`src/rtl/motor_ctrl_pkg.sv`:
```
// Shared definitions for the motor shutdown controller and its neighbours:
// controller state encoding, default timing constants and a duty ramp helper.
package motor_ctrl_pkg;

    // Controller states
    typedef enum logic [2:0] {
        StIdle     = 3'd0,
        StRun      = 3'd1,
        StRampDn   = 3'd2,
        StHalt     = 3'd3,
        StCooldown = 3'd4,
        StLockout  = 3'd5
    } state_e;

    // Default constants, in clk_1khz cycles where they are times
    localparam int unsigned DefTripFilt = 2;
    localparam int unsigned DefStep     = 5;
    localparam int unsigned DefCooldown = 250;
    localparam int unsigned DefMaxRetry = 3;
    localparam int unsigned DefStable   = 1000;

    localparam logic [7:0] DutyMax = 8'd255;

    // Saturating duty decrement: never wraps below zero
    function automatic logic [7:0] duty_step_down(input logic [7:0] duty,
                                                  input logic [7:0] step);
        return (duty > step) ? (duty - step) : 8'd0;
    endfunction

endpackage

```
`src/rtl/trip_filter.sv`:
```
// Consecutive-cycle qualifier for the watchdog trip request. trip_ok is high
// in the cycle where the input has been high for C_TRIP_FILT cycles in a row
// (including the current one); the count saturates and any low cycle clears it.
module trip_filter
    import motor_ctrl_pkg::*;
#(
    parameter int unsigned C_TRIP_FILT = DefTripFilt
) (
    input  logic clk_1khz,
    input  logic rst,
    input  logic trip_in,
    output logic trip_ok
);

    localparam int unsigned CntW = (C_TRIP_FILT < 2) ? 1 : $clog2(C_TRIP_FILT + 1);
    localparam logic [CntW-1:0] CntMax = CntW'(C_TRIP_FILT);

    logic [CntW-1:0] cnt_q, cnt_d;

    // Next count: clear on a low cycle, otherwise count up and hold at the limit
    always_comb begin
        cnt_d = '0;
        if (trip_in) begin
            cnt_d = (cnt_q == CntMax) ? cnt_q : (cnt_q + CntW'(1));
        end
        trip_ok = trip_in && (cnt_d == CntMax);
    end

    // Count register with synchronous reset
    always_ff @(posedge clk_1khz) begin
        if (rst) begin
            cnt_q <= '0;
        end else begin
            cnt_q <= cnt_d;
        end
    end

endmodule

```
`src/rtl/motor_shutdown_ctrl.sv`:
```
// Motor shutdown controller: runs the motor on request, ramps the duty down on
// a qualified watchdog trip or a dropped request, halts and cools down after a
// trip, and locks out after too many trips until an operator clear.
// All outputs are registered from the current state, so they trail the state
// register by one cycle.
module motor_shutdown_ctrl
    import motor_ctrl_pkg::*;
#(
    parameter int unsigned C_TRIP_FILT = DefTripFilt,
    parameter int unsigned C_STEP      = DefStep,
    parameter int unsigned C_COOLDOWN  = DefCooldown,  // must be >= 1
    parameter int unsigned C_MAX_RETRY = DefMaxRetry,
    parameter int unsigned C_STABLE    = DefStable     // must be >= 1
) (
    input  logic       clk_1khz,
    input  logic       rst,
    input  logic       wd_trip,
    input  logic       motor_en_req,
    input  logic       clr_fault,
    output logic       motor_en,
    output logic       brake_on,
    output logic [7:0] duty,
    output logic       fault_latched,
    output logic [1:0] retry_cnt,
    output logic       lockout
);

    localparam int unsigned CdW = (C_COOLDOWN < 2) ? 1 : $clog2(C_COOLDOWN + 1);
    localparam int unsigned StW = (C_STABLE < 2) ? 1 : $clog2(C_STABLE + 1);
    localparam logic [CdW-1:0] CdLast = CdW'(C_COOLDOWN - 1);
    localparam logic [StW-1:0] StMax  = StW'(C_STABLE);
    localparam logic [7:0]     StepW  = 8'(C_STEP);

    state_e         state_q, state_d;
    logic [7:0]     ramp_q, ramp_d;
    logic           trip_flag_q, trip_flag_d;
    logic [CdW-1:0] cd_q, cd_d;
    logic [StW-1:0] stable_q, stable_d;
    logic           fault_q, fault_d;
    logic [1:0]     retry_q, retry_d;
    logic [1:0]     retry_inc;

    logic           filt_in;
    logic           filt_trip;

    logic           motor_en_q, motor_en_d;
    logic           brake_on_q, brake_on_d;
    logic [7:0]     duty_q, duty_d;
    logic           fault_out_q;
    logic [1:0]     retry_out_q;
    logic           lockout_q, lockout_d;

    // Trips only count while running, so the filter sees a gated request
    assign filt_in = wd_trip && (state_q == StRun);

    trip_filter #(
        .C_TRIP_FILT (C_TRIP_FILT)
    ) u_trip_filter (
        .clk_1khz (clk_1khz),
        .rst      (rst),
        .trip_in  (filt_in),
        .trip_ok  (filt_trip)
    );

    assign retry_inc = (retry_q == 2'd3) ? 2'd3 : (retry_q + 2'd1);

    // Next-state logic and bookkeeping counters
    always_comb begin
        state_d     = state_q;
        ramp_d      = ramp_q;
        trip_flag_d = trip_flag_q;
        cd_d        = cd_q;
        stable_d    = '0;
        fault_d     = fault_q;
        retry_d     = retry_q;

        case (state_q)
            StIdle: begin
                if (clr_fault) begin
                    fault_d = 1'b0;
                end
                if (motor_en_req && !wd_trip) begin
                    state_d = StRun;
                end
            end

            StRun: begin
                stable_d = (stable_q == StMax) ? stable_q : (stable_q + StW'(1));
                if (stable_d == StMax) begin
                    retry_d = 2'd0;
                end
                // Trip path wins over a simultaneous request drop
                if (filt_trip) begin
                    state_d     = StRampDn;
                    trip_flag_d = 1'b1;
                    ramp_d      = duty_step_down(DutyMax, StepW);
                end else if (!motor_en_req) begin
                    state_d     = StRampDn;
                    trip_flag_d = 1'b0;
                    ramp_d      = duty_step_down(DutyMax, StepW);
                end
            end

            StRampDn: begin
                if (ramp_q == 8'd0) begin
                    if (trip_flag_q) begin
                        state_d = StHalt;
                        fault_d = 1'b1;
                        retry_d = retry_inc;
                    end else begin
                        state_d = StIdle;
                    end
                end else begin
                    ramp_d = duty_step_down(ramp_q, StepW);
                end
            end

            StHalt: begin
                // retry_q already holds the post-increment count here
                if (32'(retry_q) >= C_MAX_RETRY) begin
                    state_d = StLockout;
                end else begin
                    state_d = StCooldown;
                    cd_d    = '0;
                end
            end

            StCooldown: begin
                if (cd_q == CdLast) begin
                    cd_d = '0;
                    if (!wd_trip) begin
                        state_d = StIdle;
                    end
                end else begin
                    cd_d = cd_q + CdW'(1);
                end
            end

            StLockout: begin
                if (clr_fault && !wd_trip) begin
                    state_d = StIdle;
                    retry_d = 2'd0;
                    fault_d = 1'b0;
                end
            end

            default: begin
                state_d = StIdle;
            end
        endcase
    end

    // Moore output decode from the current state
    always_comb begin
        motor_en_d = 1'b0;
        brake_on_d = 1'b1;
        duty_d     = 8'd0;
        lockout_d  = 1'b0;
        case (state_q)
            StRun: begin
                motor_en_d = 1'b1;
                brake_on_d = 1'b0;
                duty_d     = DutyMax;
            end
            StRampDn: begin
                motor_en_d = 1'b1;
                brake_on_d = 1'b0;
                duty_d     = ramp_q;
            end
            StLockout: begin
                lockout_d = 1'b1;
            end
            default: begin
                motor_en_d = 1'b0;
            end
        endcase
    end

    // State and counter registers
    always_ff @(posedge clk_1khz) begin
        if (rst) begin
            state_q     <= StIdle;
            ramp_q      <= 8'd0;
            trip_flag_q <= 1'b0;
            cd_q        <= '0;
            stable_q    <= '0;
            fault_q     <= 1'b0;
            retry_q     <= 2'd0;
        end else begin
            state_q     <= state_d;
            ramp_q      <= ramp_d;
            trip_flag_q <= trip_flag_d;
            cd_q        <= cd_d;
            stable_q    <= stable_d;
            fault_q     <= fault_d;
            retry_q     <= retry_d;
        end
    end

    // Output registers
    always_ff @(posedge clk_1khz) begin
        if (rst) begin
            motor_en_q  <= 1'b0;
            brake_on_q  <= 1'b1;
            duty_q      <= 8'd0;
            fault_out_q <= 1'b0;
            retry_out_q <= 2'd0;
            lockout_q   <= 1'b0;
        end else begin
            motor_en_q  <= motor_en_d;
            brake_on_q  <= brake_on_d;
            duty_q      <= duty_d;
            fault_out_q <= fault_q;
            retry_out_q <= retry_q;
            lockout_q   <= lockout_d;
        end
    end

    assign motor_en      = motor_en_q;
    assign brake_on      = brake_on_q;
    assign duty          = duty_q;
    assign fault_latched = fault_out_q;
    assign retry_cnt     = retry_out_q;
    assign lockout       = lockout_q;

endmodule

```
`config.mk`:
```
export PLATFORM = sky130hd
export DESIGN_NAME = motor_shutdown_ctrl
export DESIGN_NICKNAME = d
export VERILOG_FILES = /design/src/rtl/motor_ctrl_pkg.sv /design/src/rtl/trip_filter.sv /design/src/rtl/motor_shutdown_ctrl.sv
export SDC_FILE = /design/constraint.sdc
export NUM_CORES = 1
export LEC_CHECK = 0
export CORE_MARGIN = 1
export CORE_UTILIZATION = 25
export DETAILED_ROUTE_END_ITERATION = 10
export MAX_ROUTING_LAYER = met4
export PLACE_DENSITY = 0.43
export SYNTH_ARGS = -nofsm -noshare
export SYNTH_HDL_FRONTEND = slang
export SYNTH_SLANG_ARGS = --single-unit
```
`constraint.sdc`:
```
create_clock -name clk_1khz -period 3 [get_ports clk_1khz]
set_clock_uncertainty 0.05 [all_clocks]
set_input_delay 0.6 -clock clk_1khz [delete_from_list [all_inputs] [get_ports clk_1khz]]
set_output_delay 0.6 -clock clk_1khz [all_outputs]
set_load 0.02 [all_outputs]
```
==> flow_summary.toml, run 1 <==
[pwr]
vdd_drop_max_v = 0.0002006
total_leakage_power_nw = 0.9487
power.density_mw_per_mm2 = 678.2

[timing]
rsz_0062_raised_after_global_routing = "no"
fmax_mhz = 447.1
final_max_slew_viol_count = 0
max_slew.worst_pin.slew_ns = 0.6519
min_clock_period_post_route_ns = 2.237
worst_slew_margin_rel = 0.5628
period_share = 0.7455
final-hold-violation-count = 0
setup_viol = 0
setup-tns-final_ns = 0

[global_route]
number_of_antenna_violations_at_the_first_check_in_global_routing = 0
grt_usage = 0.1158
largest_net_degree_at_the_start_of_global_routing = 23
wire_length_of_the_first_global_routing_pass_mm = 8.970
gr-total-overflow = 0
vias_in_the_first_global_route = 1875

[clock_network]
hold_bufs_inserted_after_cts = 0
tritoncts_num_sinks = 49
cts_setup_buffers = 0
cts_buffers = 5
clk-insertion-delay-late_ns = 0.31
cts.reportedPaths.clkPinSlew_ns = 0.10
h-tree-depth = 2
post_cts_resized = 0
tritoncts = "done"
cts-root-to-sink-buffers = 2
cts-root-buf = "clkbuf_8"

[die]
die_x_um = 100.8
fp.dieH_um = 100.8
area_of_the_die_sq_mm = 0.01015
coreArea_sq_mm = 0.009328
placementRows = 35
pin_count = 19
floorplan.initialDensity = 0.2614

[final_layout]
fillers = 996
nets = 320
fin_cells = 437
drive_gt1_frac = 0.08766
syn_to_final_growth_pct = 17.24
antenna_cells_inserted = 0

[synthesis]
post_synth_arst_share = 0
synth-edff-count = 0
number_of_storage_elements_in_the_synthesis_netlist = 49
synth_seq_area_share = 0.4023
avgSynthCellArea_sq_um = 8.351
yosysUniqueCellTypes = 55
synthesis.nets = 305
yosysWarnings = 0
mappedNetlistArea_sq_mm = 0.002439
synthCells = 292
postSynth.topFlopCell = "dfxtp_1"

[setup_path]
worst_setup_path_start_kind = "flip-flop"
rrSetupSlack_ns = 0.76
cp.arrival_ns = 2.43
crit_path_class = "flip-flop to flip-flop"
wp_data_required_ns = 3.19
setup.worst_path.end_class = "flip-flop"
timing.critical_path.fanout_max = 8

[routing]
drt-total-wl_mm = 5.186
ant_nets = 0
drt_iter0_drcs = 95
wl_per_cell_um = 11.87
vias_per_cell = 4.533
drt-pass1-iter-count = 4
drc = 0
routed-via-count = 1981

[worst_hold_path]
worst_hold_path_type = "flip-flop to flip-flop"

[placed_design]
buffer_ports.inserted = 18
globalplace.congestion = 0.7243
hpwl_mm = 3.748
dp_cells = 429

[flow_run]
drv_cap = 0

[status]
result_of_the_run = "finished, final reports clean"
==> cells in the final DEF, fill, tap and decap left out, drive strengths merged, types with 5 or more instances in the layout <==
cell type / count
nor2: 43
nor2b: 5
clkbuf: 5
a21oi: 31
nand2: 23
inv: 11
nor3: 10
nand4: 6
nand2b: 6
o21ai: 14
clkdlybuf4s50: 18
nand3b: 5
ha: 8
dfxtp: 49
nand3: 9
==> layout make-up <==
cell class                 count  area [sq um]  area share
inverter                      12         45.04     0.01575
sequential                    49         980.9      0.3431
clock inverter                 3         65.06     0.02276
clock buffer                   5         68.82     0.02407
timing repair buffer          20         195.2     0.06827
tap                          129         161.4     0.05646
multi-input combinational    219          1343      0.4696
==> critical path, cell delays in order (launching register included) <==
cell     delay [ns]
dfxtp_1        0.36
nor2_1         0.19
nor4b_2        0.48
a31o_2         0.37
nand4_1        0.19
or3_1          0.40
a21oi_1        0.13
==> final timing paths <==
kind / start / depth (start not counted) / end
setup / recovery: ramp_q[5] / 6 / state_q[0]
hold / removal: fault_q / 1 / fault_latched
setup reg to reg: ramp_q[5] / 6 / state_q[0]
hold reg to reg: fault_q / 1 / fault_latched
==> kinds of logic after synthesis <==
kind of cell             after synthesis  share of synthesized area
AND/OR/NAND/NOR                      131                     0.2832
XOR/XNOR                               8                    0.02873
multiplexers                           3                    0.01283
flip-flops                            49                     0.4023
AO/OA/AOI/OAI                         69                     0.1847
buffers and inverters                 24                    0.04720
adder cells (fa/ha/maj)                8                    0.04105
==> through the flow <==
| stage | total power, mW | util | setup slack (ns) | area, sq um | hold slack [ns] |
|---|---|---|---|---|---|
| 5_1_grt | 2.085 | 0.3065 | 0.5620 | 2859 | 0.4569 |
| 3_3_place_gp | 1.395 | 0.2922 | 0.5506 | 2725 | 0.4114 |
| 2_1_floorplan | 1.247 | - | 0.9245 | 2439 | 0.3889 |
| 4_1_cts | 1.962 | 0.3065 | 0.7584 | 2859 | 0.4288 |
| 6_report | 1.939 | 0.3065 | 0.7634 | 2859 | 0.4280 |
| 3_5_place_dp | 1.391 | 0.2922 | 0.5240 | 2725 | 0.4132 |
==> registers in the layout, indices dropped and copies added, names as in the netlist <==
signal,flops
fault_latched,1
motor_en,1
duty,8
state_q,3
trip_flag_q,1
retry_cnt,2
fault_q,1
u_trip_filter.cnt_q,2
lockout,1
stable_q,10
retry_q,2
cd_q,8
ramp_q,8
brake_on,1
==> report_power, final <==
part / internal, mW / leakage (nW) / switching [mW] / total (mW)
Sequential: 0.727 / 0.397 / 0.0774 / 0.805
Clock: 0.331 / 0.0681 / 0.229 / 0.561
Combinational: 0.229 / 0.483 / 0.345 / 0.574
Total: 1.29 / 0.949 / 0.652 / 1.94
==> metal layers <==
layer	routed length, um	share of wire	up-vias	track usage
met5	0	0	-	-
met2	2280	0.44	20	0.1765
li1	-	-	1049	-
met3	175	0.034	4	0.03467
met4	51	0.0098	0	0.03010
met1	2678	0.52	908	0.1492
==> cell usage after synthesis (all sizes together), types with 3 or more instances <==
library cell   n  share of area
dfxtp         49           0.40
nor2          43          0.066
a21oi         31          0.064
nand2         23          0.035
o21ai         14          0.029
inv           11          0.017
nor3          10          0.021
nand3          9          0.018
clkbuf         8          0.013
ha             8          0.041
nand2b         6          0.015
nand4          6          0.018
nand3b         5          0.015
nor2b          5          0.013
and3           4          0.011
buf            4          0.016
nor3b          4          0.012
xnor2          4          0.014
xor2           4          0.014
a211oi         3         0.0092
or2            3         0.0077
or3            3         0.0077
No activity file was read; power rests on OpenSTA's default activity.
==> inputs of run 2 (changes only) <==
- clock period: 3 -> 2.24 ns (I/O delays scaled with it)
==> run 2 against run 1 <==
Net effect:
- global-route usage grew 0.60 points
- sequential cell count is the same
- worst setup slack worse by 0.62 ns
- critical path type unchanged
- largest power group unchanged
==> flow_summary.toml, run 2 (synthesized netlist as in run 1, its figures left out) <==
[die]
area_of_the_die_sq_mm = 0.01015
die_x_um = 100.8
placementRows = 35
floorplan.initialDensity = 0.2614
pin_count = 19
coreArea_sq_mm = 0.009328
fp.dieH_um = 100.8

[placed_design]
placed_instance_area_sq_mm = 0.002845
hpwl_mm = 3.949
dpl_worst_slack_ns = 0.01618
globalplace.congestion = 0.7568
dp_cells = 445
buffer_ports.inserted = 18

[clock_network]
tritoncts_num_sinks = 49
cts-root-to-sink-buffers = 2
cts-root-buf = "clkbuf_8"
cts_buffers = 5
tritoncts = "done"
clk-insertion-delay-late_ns = 0.31
cts.reportedPaths.clkPinSlew_ns = 0.10
cts_setup_buffers = 0
h-tree-depth = 2
hold_bufs_inserted_after_cts = 0

[timing]
worst_hold_slack_ns = 0.4332
min_clock_period_post_route_ns = 2.094
setup-tns-final_ns = 0
final_max_slew_viol_count = 0
period_share = 0.9350
fmax_mhz = 477.4
setup_viol = 0
post_route_setup_slack_ns = 0.1455
final-hold-violation-count = 0
max_slew.worst_pin.slew_ns = 0.5864
worst_slew_margin_rel = 0.6072

[final_layout]
max_ffs_per_register = 10
antenna_cells_inserted = 0
top_register = "stable_q"
fillers = 969
final_common_cell = "dfxtp_1"
area.sequential_sq_um = 984.7
multi_input_area_sq_mm = 0.001364
fin_cells = 453
syn_to_final_growth_pct = 21.60
finalCoreUtilization = 0.3179
drive_gt1_frac = 0.1512
nets = 336
post-route-cell-area_sq_mm = 0.002965
final_cell_mix = "46 x dfxtp_1, 43 x nor2_1, 31 x a21oi_1, 23 x nand2_1"

[global_route]
largest_net_degree_at_the_start_of_global_routing = 24
grt_usage = 0.1218
number_of_antenna_violations_at_the_first_check_in_global_routing = 0
gr-total-overflow = 0
wire_length_of_the_first_global_routing_pass_mm = 9.439
vias_in_the_first_global_route = 1945

[routing]
drt-pass1-iter-count = 4
drt-total-wl_mm = 5.477
ant_nets = 0
drt_iter0_drcs = 79
routed-via-count = 2060
vias_per_cell = 4.547
wl_per_cell_um = 12.09
drc = 0

[pwr]
power.density_mw_per_mm2 = 847.5
total_leakage_power_nw = 1.003
fin_total_pwr_mw = 2.513
vdd_drop_max_v = 0.0002586

[worst_hold_path]
holdCritStartpoint = "fault_q"
whs_path_depth = 1
worst_hold_path_type = "flip-flop to flip-flop"

[setup_path]
r2r-start = "state_q[1]"
worst_setup_path_start_kind = "flip-flop"
wp_data_required_ns = 2.39
startpoint = "state_q[1]"
r2r.worst_path.cells = 5
timing.critical_path.fanout_max = 9
cp.arrival_ns = 2.24
setup.worst_path.end_class = "flip-flop"
crit_path_class = "flip-flop to flip-flop"

[status]
result_of_the_run = "finished, final reports clean"

[flow_run]
drv_cap = 0
run 2: worst paths after layout:
kind,to,slack (ns)
worst max-delay path,retry_q[0],0.15
worst min-delay path,fault_latched,0.43
worst max register to register,retry_q[0],0.15
worst min register to register,fault_latched,0.43
run 2: where the power goes:
group	leakage, nW	switching (mW)	total (mW)	internal (mW)
clock network	0.0423	0.328	0.556	0.228
logic	0.562	0.499	0.887	0.388
registers	0.399	0.0946	1.07	0.975
run 2: layout make-up:
cell class | count | area share
clock buffers | 5 | 0.02321
clock inverters | 3 | 0.008861
multi-input cells | 219 | 0.4599
inverters | 12 | 0.01519
repair buffers | 36 | 0.1063
well taps | 129 | 0.05443
flip-flops and latches | 49 | 0.3321
run 2: per-layer routing:
metal / track usage / up-vias / wire length [um]
met4: 0.04013 / 0 / 72
met1: 0.1612 / 945 / 2889
li1: - / 1088 / -
met3: 0.02497 / 8 / 132
met5: - / - / 0
met2: 0.1849 / 19 / 2381
run 2: worst max-delay path, cell delays in order (launching register included):
cell	delay (ns)
dfxtp_1	0.44
or3b_2	0.59
o22ai_1	0.33
a21oi_1	0.12
o21ai_1	0.12
mux2_2	0.34
run 2: what timing repair did:
action	4_1_cts	5_1_grt
gates resized for setup	1	7
setup endpoints to repair	2	2
hold endpoints to repair	0	0
==> inputs of run 3 (changes only) <==
- ABC_AREA: unset -> 1
- CORE_ASPECT_RATIO: unset -> 1.4
- SLEW_MARGIN: unset -> 30
==> run 3 against run 2 <==
Net effect:
- cell count up 0.66%
- combinational power rose by 17%
- sequential power increased by 6%
- first-iteration DRC count rose by 22%
- sequential cell count unchanged
- total power grew 18%
- sequential share of layout area is 0.54 points higher
- via count shrank 0.34%
- core utilization fell by 1.1 points
- non-clock buffer count down 16
- register-to-register slack better by 0.31 ns
- die area increased by 0.41%
- highest routed layer unchanged
==> flow_summary.toml, run 3 <==
[synthesis]
yosysUniqueCellTypes = 38
synth_seq_area_share = 0.4008
synth-edff-count = 0
synth_top_cells_by_area = "dfxtp_1 40%, nand2_1 8.6%, inv_1 6.0%, a21oi_1 5.7%, nor2_1 5.4%"
synth_commonest_cells = "56 x nand2_1, 49 x dfxtp_1, 39 x inv_1"
post_synth_arst_share = 0
synth_top_cell_area_share = 0.4008
synthCells = 324
yosysTopAreaCell = "dfxtp_1"
number_of_storage_elements_in_the_synthesis_netlist = 49
mappedNetlistArea_sq_mm = 0.002447
most_frequent_cell_after_synthesis = "nand2_1"
synthesis.nets = 337
avgSynthCellArea_sq_um = 7.554
postSynth.topFlopCell = "dfxtp_1"
yosysWarnings = 0

[clock_network]
h-tree-depth = 2
cts_setup_buffers = 0
tritoncts = "done"
tritoncts_num_sinks = 49
clk-insertion-delay-late_ns = 0.29
post_cts_resized = 0
hold_bufs_inserted_after_cts = 0
cts_buffers = 5
cts-root-buf = "clkbuf_16"
cts.reportedPaths.clkPinSlew_ns = 0.07
cts-root-to-sink-buffers = 2

[pwr]
power.density_mw_per_mm2 = 1024
fin_total_pwr_mw = 2.976
vdd_drop_max_v = 0.0003290
total_leakage_power_nw = 1.132

[die]
pin_count = 19
die_x_um = 85.62
floorplan.initialDensity = 0.2587
coreArea_sq_mm = 0.009459
area_of_the_die_sq_mm = 0.01019
placementRows = 42
fp.dieH_um = 119.1

[routing]
ant_nets = 0
routed-via-count = 2053
drt-pass1-iter-count = 4
maxUsedRoutingLayer = "met4"
met1Wirelength_mm = 2.445
met2_length_mm = 2.889
drt_iter0_drcs = 96
met3RoutedLength_um = 123
vias_per_cell = 4.502
drc = 0
wl_per_cell_um = 12.21
drt-total-wl_mm = 5.569

[timing]
period_share = 0.7945
fmax_mhz = 561.9
max_slew.worst_pin.slew_ns = 0.4270
min_clock_period_post_route_ns = 1.780
final_max_slew_viol_count = 0
worst_slew_margin_rel = 0.7147
setup_viol = 0
rsz_0062_raised_after_global_routing = "no"
setup-tns-final_ns = 0
final-hold-violation-count = 0

[final_layout]
nets = 358
max_ffs_per_register = 10
final_cell_mix = "56 x nand2_1, 49 x dfxtp_1, 39 x inv_1, 35 x nor2_1, 28 x a21oi_1"
syn_to_final_growth_pct = 18.76
final_common_cell = "nand2_1"
antenna_cells_inserted = 0
top_register = "stable_q"
drive_gt1_frac = 0.1474

[global_route]
number_of_antenna_violations_at_the_first_check_in_global_routing = 0
vias_in_the_first_global_route = 2106
grt_usage = 0.1258
wire_length_of_the_first_global_routing_pass_mm = 9.763
gr-total-overflow = 0
largest_net_degree_at_the_start_of_global_routing = 19

[setup_path]
rrSetupSlack_ns = 0.46
crit_path_class = "flip-flop to flip-flop"
worst_setup_path_start_kind = "flip-flop"
setup.worst_path.end_class = "flip-flop"
timing.critical_path.fanout_max = 4
cp.arrival_ns = 1.92
wp_data_required_ns = 2.38

[placed_design]
buffer_ports.inserted = 18
hpwl_mm = 4.216
globalplace.congestion = 0.7973

[flow_run]
drv_cap = 0

[status]
result_of_the_run = "finished, final reports clean"

[worst_hold_path]
worst_hold_path_type = "flip-flop to flip-flop"
## run 3: cell types whose count changed after synthesis, moves of 5 or more
cell and delta:
inv_1 +28, nand2_1 +33, nor2b_1 -5, nor2_1 -8, inv_2 +9, nor2_4 +5
nand2_2 +8, nand3_1 +8, nor3_1 -8, nor2_2 +5, nand2b_1 -6
## run 3: kinds of logic (layout without fill, tap and decap cells)
logic type,after synthesis,count (layout),share of synthesized area
and+or+nand+nor,148,148,0.3078
DFF,49,49,0.4008
xor gates and xnor gates,8,8,0.02863
buffers and inverters,55,77,0.08895
AOI/OAI and AO/OA,56,56,0.1329
adders and majority gates,8,8,0.04090
## run 3: critical path: stages (launching register included)
cell	delay, ns
dfxtp_1	0.39
ha_1	0.22
nand2_1	0.13
nor2_4	0.14
xnor2_1	0.17
nand3_1	0.13
nor2_1	0.11
nand2_1	0.07
nand2_2	0.09
nand3_1	0.07
nand2_1	0.07
nor2_1	0.04
## run 3: report_power, final
part | switching [mW] | internal (mW) | leakage, nW
registers | 0.108 | 1.02 | 0.398
clock network | 0.331 | 0.473 | 0.0799
logic | 0.658 | 0.382 | 0.654
## run 3: path summary, 6_finish.rpt
check / end / startpoint / cells past startpoint
worst max-delay path: retry_q[1] / stable_q[0] / 11
worst min register to register: fault_latched / fault_q / 2
worst min-delay path: fault_latched / fault_q / 2
worst max register to register: retry_q[1] / stable_q[0] / 11
## run 3: per-stage QoR
step,setup WS [ns],hold WS [ns],cell area [sq um],std cells,utilization
floorplan,0.7076,0.3492,2447,324,-
global placement,0.3988,0.3668,2749,448,0.2906
detailed placement,0.3542,0.3613,2749,448,0.2906
CTS,0.4504,0.3765,2907,456,0.3073
global route,0.1857,0.4005,2907,456,0.3073
finish,0.4603,0.3766,2907,456,0.3073
## run 3: area by class of cell
class / count / area, sq um
inverter: 49 / 186.4
clock inverter: 1 / 5.005
clock buffer: 7 / 152.6
timing repair buffer: 20 / 195.2
tap: 110 / 137.6
sequential: 49 / 980.9
fill: 1029 / 6553
multi-input combinational: 220 / 1249
## run 3: metal layers
metal | vias up | track usage
met1 | 943 | 0.1383
met5 | - | -
li1 | 1088 | -
met2 | 13 | 0.2185
met3 | 9 | 0.02633
met4 | 0 | 0.05208
